File: src/rtl/seg7_scan_ctrl.sv
// Scanned 8-digit common-anode seven-segment controller with shadow/active registers
// committed at frame boundaries. Define SEG7_LZ_BLANK_EN for leading-zero suppression.
module seg7_scan_ctrl #(
  parameter int DIGITS       = 8,
  parameter int REFRESH_DIV  = 100000,
  parameter int BLANK_CYCLES = 16
) (
  input  logic        clk,
  input  logic        reset_n,
  input  logic        wr_en,
  input  logic [1:0]  wr_addr,
  input  logic [31:0] wr_data,
  input  logic [1:0]  rd_addr,
  output logic [31:0] rd_data,
  output logic        pending,
  output logic        frame_tick,
  output logic [7:0]  AN,
  output logic [6:0]  A2G,
  output logic        DP
);
  localparam int PW = (REFRESH_DIV > 1) ? $clog2(REFRESH_DIV) : 1;
  localparam int DW = (DIGITS > 1) ? $clog2(DIGITS) : 1;
  localparam logic [PW-1:0] PRE_TC    = PW'(REFRESH_DIV - 1);
  localparam logic [PW-1:0] BLANK_END = PW'(BLANK_CYCLES);
  localparam logic [DW-1:0] DIG_LAST  = DW'(DIGITS - 1);

  typedef struct packed {
    logic [31:0] value;
    logic [7:0]  enable;
    logic [7:0]  dpmask;
  } regs_t;
  localparam regs_t REGS_RST = '{value: 32'h0, enable: 8'hFF, dpmask: 8'h00};

  function automatic logic [6:0] hex7(input logic [3:0] n);
    case (n)
      4'h0: hex7 = 7'b0000001;  4'h1: hex7 = 7'b1001111;
      4'h2: hex7 = 7'b0010010;  4'h3: hex7 = 7'b0000110;
      4'h4: hex7 = 7'b1001100;  4'h5: hex7 = 7'b0100100;
      4'h6: hex7 = 7'b0100000;  4'h7: hex7 = 7'b0001111;
      4'h8: hex7 = 7'b0000000;  4'h9: hex7 = 7'b0000100;
      4'hA: hex7 = 7'b0001000;  4'hB: hex7 = 7'b1100000;
      4'hC: hex7 = 7'b0110001;  4'hD: hex7 = 7'b1000010;
      4'hE: hex7 = 7'b0110000;  default: hex7 = 7'b0111000;
    endcase
  endfunction

  regs_t         shadow, active;
  logic [PW-1:0] presc;
  logic [DW-1:0] digit;
  logic          slot_end, frame_end, write_hit;
  logic [3:0]    nib;
  logic [7:0]    an_sel;
  logic          suppress;

  assign slot_end   = (presc == PRE_TC);
  assign frame_end  = slot_end && (digit == DIG_LAST);
  assign frame_tick = frame_end;
  assign write_hit  = wr_en && (wr_addr != 2'd3);
  assign nib        = active.value[{digit, 2'b00} +: 4];
  assign an_sel     = ~(8'd1 << digit);

`ifdef SEG7_LZ_BLANK_EN
  // lz[d] is set when nibbles d..DIGITS-1 are all zero; digit 0 is never flagged.
  logic [7:0] lz;
  logic       zero_run;
  always_comb begin
    lz       = '0;
    zero_run = 1'b1;
    for (int d = DIGITS - 1; d > 0; d--) begin
      zero_run = zero_run & (active.value[4*d +: 4] == 4'h0);
      lz[d]    = zero_run;
    end
  end
  assign suppress = lz[digit];
`else
  assign suppress = 1'b0;
`endif

  always_ff @(posedge clk or negedge reset_n) begin
    if (!reset_n) begin
      presc   <= '0;
      digit   <= '0;
      shadow  <= REGS_RST;
      active  <= REGS_RST;
      pending <= 1'b0;
    end else begin
      presc <= slot_end ? '0 : presc + PW'(1);
      if (slot_end) digit <= (digit == DIG_LAST) ? '0 : digit + DW'(1);
      // Commit takes the pre-write shadow; a coincident write keeps pending set.
      if (frame_end) begin
        active  <= shadow;
        pending <= 1'b0;
      end
      if (write_hit) begin
        pending <= 1'b1;
        case (wr_addr)
          2'd0:    shadow.value  <= wr_data;
          2'd1:    shadow.enable <= wr_data[7:0];
          default: shadow.dpmask <= wr_data[7:0];
        endcase
      end
    end
  end

  always_ff @(posedge clk or negedge reset_n) begin
    if (!reset_n) begin
      AN  <= 8'hFF;
      A2G <= 7'h7F;
      DP  <= 1'b1;
    end else if (presc < BLANK_END || !active.enable[digit]) begin
      AN  <= 8'hFF;
      A2G <= 7'h7F;
      DP  <= 1'b1;
    end else if (suppress) begin
      // Suppressed digit keeps its anode only to light a requested decimal point.
      AN  <= active.dpmask[digit] ? an_sel : 8'hFF;
      A2G <= 7'h7F;
      DP  <= ~active.dpmask[digit];
    end else begin
      AN  <= an_sel;
      A2G <= hex7(nib);
      DP  <= ~active.dpmask[digit];
    end
  end

  always_comb begin
    rd_data = '0;
    case (rd_addr)
      2'd0:    rd_data = shadow.value;
      2'd1:    rd_data = {24'b0, shadow.enable};
      2'd2:    rd_data = {24'b0, shadow.dpmask};
      default: rd_data = {31'b0, pending};
    endcase
  end
endmodule
File: config.mk
export PLATFORM = sky130hd
export DESIGN_NAME = seg7_scan_ctrl
export DESIGN_NICKNAME = d
export VERILOG_FILES = /design/src/rtl/seg7_scan_ctrl.sv
export SDC_FILE = /design/constraint.sdc
export NUM_CORES = 1
export LEC_CHECK = 0
export BUFFER_PORTS_ARGS = -buffer_cell sky130_fd_sc_hd__buf_2
export CAP_MARGIN = 20
export CORE_MARGIN = 5
export CORE_UTILIZATION = 60
export DETAILED_ROUTE_END_ITERATION = 16
export PLACE_DENSITY_LB_ADDON = 0.2
export SLEW_MARGIN = 20
export SYNTH_ARGS = -nofsm -noshare
export SYNTH_HDL_FRONTEND = slang
export SYNTH_SLANG_ARGS = --single-unit
File: constraint.sdc
create_clock -name clk -period 3.7 [get_ports clk]
set_input_delay 0 -clock clk [delete_from_list [all_inputs] [get_ports clk]]
set_output_delay 0 -clock clk [all_outputs]
set_load 0.005 [all_outputs]
==> run_results.csv, run 1 <==
group,metric,value,unit
global_route,track_usage,22.83,%
clock_tree,cts_buffers,17,
clock_tree,clock-sinks,133,
routing,antenna_left,0,
pwr,peakVddDrop,0.5012,mV
clock_tree,path_clk_slew,0.06,ns
logic_synthesis,ys_seq_elements,133,
worst_setup_path,timing.critical_path.fanout_max,14,
logic_synthesis,synth_cell_types,40,
worst_setup_path,cpPeakStageDelay,0.81,ns
clock_tree,root_buffer,"clkbuf_8",
floorplanning,initial_core_util,62.10,%
logic_synthesis,syn_nets,510,
clock_tree,htreeDepth,4,
routing,wirelength,13250,um
worst_setup_path,critPathSlowestCell,"dfrtp_1",
logic_synthesis,synthFlopType,"dfrtp_1",
timing,fmax,372.9,MHz
final_layout,fillers,615,
worst_setup_path,reg2regPathDepth,8,
clock_tree,clk_latency,0.54,ns
floorplanning,ioPinCount,89,
flow_run,drv_cap,0,
worst_setup_path,rrSetupSlack,1.02,ns
placement,dpl.hpwl,8759,um
routing,drc,0,
placement,dp.cells,666,
routing,dr.pass1.iters,4,
logic_synthesis,yosys_warnings,0,
pwr,p_leak,3.554,nW
floorplanning,std_cell_rows,36,
timing,worst_pin_slew,0.8541,ns
clock_tree,cts_tree,"done",
logic_synthesis,async_flop_share,100.0,%
routing,wl_per_cell,18.05,um
pwr,combPwrFrac,8.0,%
global_route,grt_pass1_vias,4360,
timing,slew_headroom,43.06,%
clock_tree,cts.path.max_buffers,2,
global_route,antenna_found_initial,0,
global_route,grt_pass1_wl,22260,um
pwr,fin_total_pwr,0.003548,W
worst_setup_path,crit_top_cell,"inv_1",
timing,fin_crit_sh,72.48,%
routing,drt_iter0_drc,134,
timing,fin_tns_setup,0,ns
worst_setup_path,endpoint_kind,"flop",
timing,clock_skew,0.006347,ns
placement,gp_congestion,0.9258,
global_route,grt_max_degree,69,
logic_synthesis,synth_edf_count,0,
worst_setup_path,arrival,3.14,ns
timing,setup_viol,0,
timing,hold_viol,0,
pwr,power.switching,0.0008050,W
logic_synthesis,syn_area_per_cell,13.38,um^2
timing,slew_viol_final,0,
pwr,power-per-cell-area,465.9,mW/mm^2
worst_setup_path,path_class,"reg -> reg",
final_layout,diodes,0,
final_layout,regArea,0.003368,mm^2
logic_synthesis,syn-cell-area,0.006126,mm^2
final_layout,drive_above_1_share,45.09,%
timing,layout_min_cycle_time,2.682,ns
timing,rsz0062_at_grt,"no",
final_layout,finalNonFillerCells,734,
logic_synthesis,syn_inst,458,
logic_synthesis,ys_seq_area_share,54.98,%
pwr,p_sw_share,22.69,%
worst_setup_path,crit_required,4.15,ns
worst_hold_path,worstHoldPathType,"in -> async",
worst_setup_path,r2r-start,"digit[0]",
outcome,run_status,"finished clean",
worst_setup_path,crit_chain,"mux4_2 -> mux2_2 -> inv_1 -> ha_1 -> inv_1 -> nand3_1 -> o211a_1 -> o21ai_0",
floorplanning,core_area,0.009864,mm^2
final_layout,area_growth,24.31,%
floorplanning,die_y,111.0,um
pwr,p_int,0.002743,W
floorplanning,die_w,111.0,um
final_layout,finish.utilization,77.19,%
global_route,gr-total-overflow,0,
routing,vias,4027,
floorplanning,dieArea,0.01233,mm^2
pwr,power_frac_seq,46.7,%
placement,io_buffer_count,88,
pwr,clockPowerShare,45.3,%
worst_setup_path,cp-start-kind,"flop",
routing,viasPerCell,5.486,
worst_setup_path,reg2reg_to,"A2G[3]",
final_layout,multiInputGateArea,0.002619,mm^2
final_layout,fin_nets,640,
critical path, delay by kind of cell, from the launching register on:
family | cells | cell delay (ns)
multiplexers | 2 | 0.92
AO/OA/AOI/OAI | 2 | 0.31
buffers and inverters | 2 | 0.22
adder cells (fa/ha/maj) | 1 | 0.25
flip-flops | 1 | 0.81
AND/OR/NAND/NOR | 1 | 0.09
layout make-up:
class	instances	area share, %
inverter	10	0.4929
multi-input combinational	295	34.39
clock buffer	23	6.129
clock inverter	9	1.331
sequential	133	44.23
timing repair buffer	131	11.24
tap	133	2.185
cells in the final DEF, fill, tap and decap left out, types with 11 or more instances in the layout:
cell type      Yosys  layout
clkbuf_16          0      16
mux4_2            11      11
mux2_2            88      88
ha_1              13      13
and2_1            25      25
dfstp_2           32      32
dfrtp_1          101     101
mux2i_1           12      12
o21ai_0           12      12
nand2_1           31      31
nand3_1           11      11
nor2_1            15      14
buf_2              6      87
dlygate4sd3_1      0      36
timing repair:
item | in CTS | in global routing
gates resized for setup | 0 | 0
hold buffers | 36 | 0
buffers inserted | 0 | 0
endpoints found under the hold margin | 100 | 0
endpoints found under the setup margin | 0 | 0
layer usage:
layer	track usage (%)	part of all wire, %	up-vias
met5	0	0	-
met4	8.273	1.3	0
met3	7.041	4.7	19
met2	37.50	52	102
met1	28.73	42	2023
li1	-	-	1883
worst max-delay path by stage:
| stage | from | to | slack, ns | depth (start not counted) |
|---|---|---|---|---|
| 4_1_cts | digit[0] | A2G[3] | 1.02 | 8 |
| 2_1_floorplan | digit[0] | A2G[3] | 1.53 | 11 |
| 5_1_grt | digit[0] | A2G[3] | 0.83 | 8 |
| 6_report | digit[0] | A2G[3] | 1.02 | 8 |
| 3_3_place_gp | digit[0] | A2G[3] | 1.16 | 8 |
| 3_5_place_dp | digit[0] | active[4] | 1.05 | 5 |
logic make-up after synthesis:
group,Yosys count,share of synthesized area [%]
xor+xnor,14,2.002
fa+ha+maj,13,2.655
buf+inv,30,2.390
simple gates,115,9.987
compound gates,32,3.370
flops,133,54.98
mux,121,24.61
power groups by stage:
| stage | logic, W | clock network, W | registers, W |
|---|---|---|---|
| 2_1_floorplan | 0.000149 | 0 | 0.00164 |
| 3_3_place_gp | 0.000245 | 0 | 0.00167 |
| 3_5_place_dp | 0.000254 | 0 | 0.00168 |
| 4_1_cts | 0.000287 | 0.00163 | 0.00166 |
| 5_1_grt | 0.000315 | 0.00170 | 0.00167 |
| 6_report | 0.000285 | 0.00161 | 0.00166 |
through the flow:
stage / area [um^2] / hold slack [ns] / worst slack, ns
6_report: 7615 / 0.1107 / 1.018
5_1_grt: 7615 / 0.1968 / 0.8322
4_1_cts: 7612 / 0.1347 / 1.020
3_5_place_dp: 6684 / 0.1635 / 1.048
3_3_place_gp: 6684 / 0.1610 / 1.156
2_1_floorplan: 6126 / -0.2956 / 1.529
synthesized netlist by cell type (3+ instances only):
master,n,share of area [%]
nand4_1,5,0.51
buf_2,6,0.49
ha_1,13,2.7
inv_1,10,0.61
nor2b_1,4,0.41
and2_1,25,2.6
nand3_1,11,0.90
a21oi_1,7,0.57
nor2_1,15,0.92
dfrtp_1,101,41
xor2_1,6,0.86
mux2_2,88,16
mux4_2,11,4.0
nor3_1,5,0.41
clkbuf_1,9,0.55
o221ai_1,4,0.57
and3_1,6,0.61
buf_4,3,0.37
a22o_1,4,0.57
mux2_4,9,2.2
o21ai_0,12,0.98
dfstp_2,32,14
mux2i_1,12,2.0
nand2_1,31,1.9
xnor2_1,8,1.1
state kept, by name (all words and copies together) (netlist names):
signal	count
shadow	48
pending	1
presc	17
active	48
digit	3
A2G	7
DP	1
AN	8
Power figures use the tool's default switching activity.
==> inputs of run 2 (changes only) <==
- CORE_UTILIZATION: 60 -> 57
- clock period: 3.7 -> 2.8 ns (I/O delays scaled with it)
==> run 2 against run 1 <==
Compared with the run above:
- core utilization decreased by 3.8 points
- clock power increased by 34%
- register-to-register slack got worse by 0.80 ns
- via count increased by 2.0%
- final cell count increased by 0.41%
- power increased by 33%
- global-route usage decreased by 0.56 points
- sequential power increased by 32%
- clock skew decreased by 0.00080 ns
- worst hold slack got worse by 0.035 ns
- critical path depth decreased by 1
- maximum frequency increased by 4.0%
- critical path type unchanged
- critical endpoint is now pending
- largest power group unchanged
==> run_results.csv, run 2 (synthesized netlist as in run 1, its figures left out) <==
group,metric,value,unit
outcome,run_status,"finished clean",
final_layout,fin_nets,640,
routing,drt_iter0_drc,272,
final_layout,reg_top3,"active (48), shadow (48), presc (17)",
timing,setup_viol,0,
worst_setup_path,worst-path-stages,7,
worst_setup_path,endpoint_kind,"flop",
floorplanning,initial_core_util,58.81,%
global_route,antenna_found_initial,0,
timing,rsz0062_at_grt,"no",
worst_setup_path,startpoint,"digit[0]",
routing,vias,4106,
routing,wl_per_cell,18.29,um
timing,hold_viol,0,
worst_setup_path,path_class,"reg -> reg",
routing,dr.pass1.iters,5,
clock_tree,htreeDepth,4,
placement,dpl.hpwl,8866,um
clock_tree,root_buffer,"clkbuf_8",
worst_setup_path,critPathSlowestCell,"dlygate4sd3_1",
timing,fmax,387.9,MHz
clock_tree,post_cts_buffers,0,
global_route,track_usage,22.27,%
worst_setup_path,cp-start-kind,"flop",
timing,clock_skew,0.005550,ns
pwr,peakVddDrop,0.4774,mV
timing,fin_tns_setup,0,ns
final_layout,diodes,0,
worst_setup_path,critPathCapture,"pending",
worst_setup_path,arrival,3.05,ns
worst_setup_path,timing.critical_path.fanout_max,37,
routing,viasPerCell,5.571,
worst_setup_path,r2r-start,"digit[0]",
global_route,gr-total-overflow,0,
clock_tree,clock-sinks,133,
final_layout,final_common_cell,"dfrtp_1",
global_route,grt_max_degree,74,
floorplanning,std_cell_rows,37,
placement,io_buffer_count,88,
final_layout,drive_above_1_share,45.59,%
timing,slew_headroom,36.97,%
timing,layout_min_cycle_time,2.578,ns
floorplanning,die_w,113.7,um
worst_setup_path,crit_required,3.27,ns
pwr,fin_total_pwr,0.004710,W
placement,dp.cells,669,
worst_setup_path,reg2reg_to,"pending",
floorplanning,core_area,0.01042,mm^2
final_layout,finalNonFillerCells,737,
timing,worst_pin_slew,0.9455,ns
pwr,power-per-cell-area,616.4,mW/mm^2
clock_tree,cts_buffers,17,
clock_tree,clk_latency,0.54,ns
routing,drc,0,
worst_hold_path,worstHoldPathType,"in -> async",
clock_tree,cts.path.max_buffers,2,
pwr,p_leak,3.566,nW
floorplanning,ioPinCount,89,
timing,slew_viol_final,0,
worst_setup_path,rrSetupSlack,0.22,ns
worst_setup_path,crit_chain,"buf_4 -> ha_1 -> ha_1 -> nand2_2 -> buf_4 -> a22o_1 -> dlygate4sd3_1",
flow_run,drv_cap,0,
worst_setup_path,crit_family,"buffers and inverters",
final_layout,final_cell_mix,"100 x dfrtp_1, 88 x mux2_2, 87 x buf_2",
placement,gp_congestion,0.8488,
routing,wirelength,13480,um
worst_setup_path,reg2regPathDepth,7,
timing,fin_crit_sh,92.06,%
clock_tree,cts_tree,"done",
worst_setup_path,path_buf_inv,3,
routing,antenna_left,0,
worst_setup_path,cpPeakStageDelay,0.56,ns
floorplanning,dieArea,0.01292,mm^2
floorplanning,die_y,113.7,um
clock_tree,path_clk_slew,0.06,ns
global_route,grt_pass1_wl,22310,um
final_layout,area_growth,24.73,%
global_route,grt_pass1_vias,4365,
-- run 2: cell types whose count changed in the layout (fill, tap and decap cells not counted), sizes merged --
cell / previous run / this run
clkinv: 4 / 5
clkinvlp: 3 / 2
-- run 2: worst min-delay path by stage --
stage                     end  slack, ns  cells after the start
floorplan           active[0]      -0.30                      0
global placement     presc[8]       0.12                      1
detailed placement   presc[6]       0.12                      1
CTS                 presc[10]        0.1                      2
global route         presc[8]       0.17                      2
finish               presc[5]       0.08                      2
-- run 2: repair_timing --
action / 4_1_cts / 5_1_grt
setup endpoints to repair: 0 / 1
hold endpoints to repair: 109 / 0
hold buffers: 36 / 0
gates resized for setup: 0 / 1
-- run 2: layer usage --
metal	track usage, %	vias up	share of wire, %
met2	35.34	124	49
met4	9.295	0	2.3
met5	0	-	0
met3	5.676	28	5.2
li1	-	1888	-
met1	29.32	2066	43
-- run 2: worst reg2reg max path, stage by stage (launching register included) --
cell and delay, ns:
dfrtp_2 0.52, buf_4 0.23, ha_1 0.23, ha_1 0.23, nand2_2 0.08, buf_4 0.40, a22o_1 0.26, dlygate4sd3_1 0.56
-- run 2: power by group --
group	switching, W	total, W	internal (W)	leakage, nW
registers	0.000111	0.00219	0.00207	1.64
logic	0.000154	0.000375	0.000221	1.64
clock network	0.000797	0.00215	0.00135	0.284
total	0.00106	0.00471	0.00365	3.57
-- run 2: layout make-up --
class                           instances  area (um^2)
Inverter                               10        37.54
Clock buffer                           23        476.7
Tap cell                              136        170.2
Timing Repair Buffer                  131        868.3
Sequential cell                       133         3369
Clock inverter                          9        100.1
Fill cell                             710         2775
Multi-Input combinational cell        295         2619
-- run 2: stage by stage --
stage / hold slack, ns / utilization (%) / instance area (um^2) / worst slack (ns)
floorplan: -0.2956 / - / 6126 / 0.6290
global placement: 0.1189 / 64.32 / 6700 / 0.3802
detailed placement: 0.1239 / 64.35 / 6703 / 0.2873
CTS: 0.09938 / 73.35 / 7640 / 0.06551
global route: 0.1661 / 73.36 / 7641 / 0.07903
finish: 0.07592 / 73.36 / 7641 / 0.2222
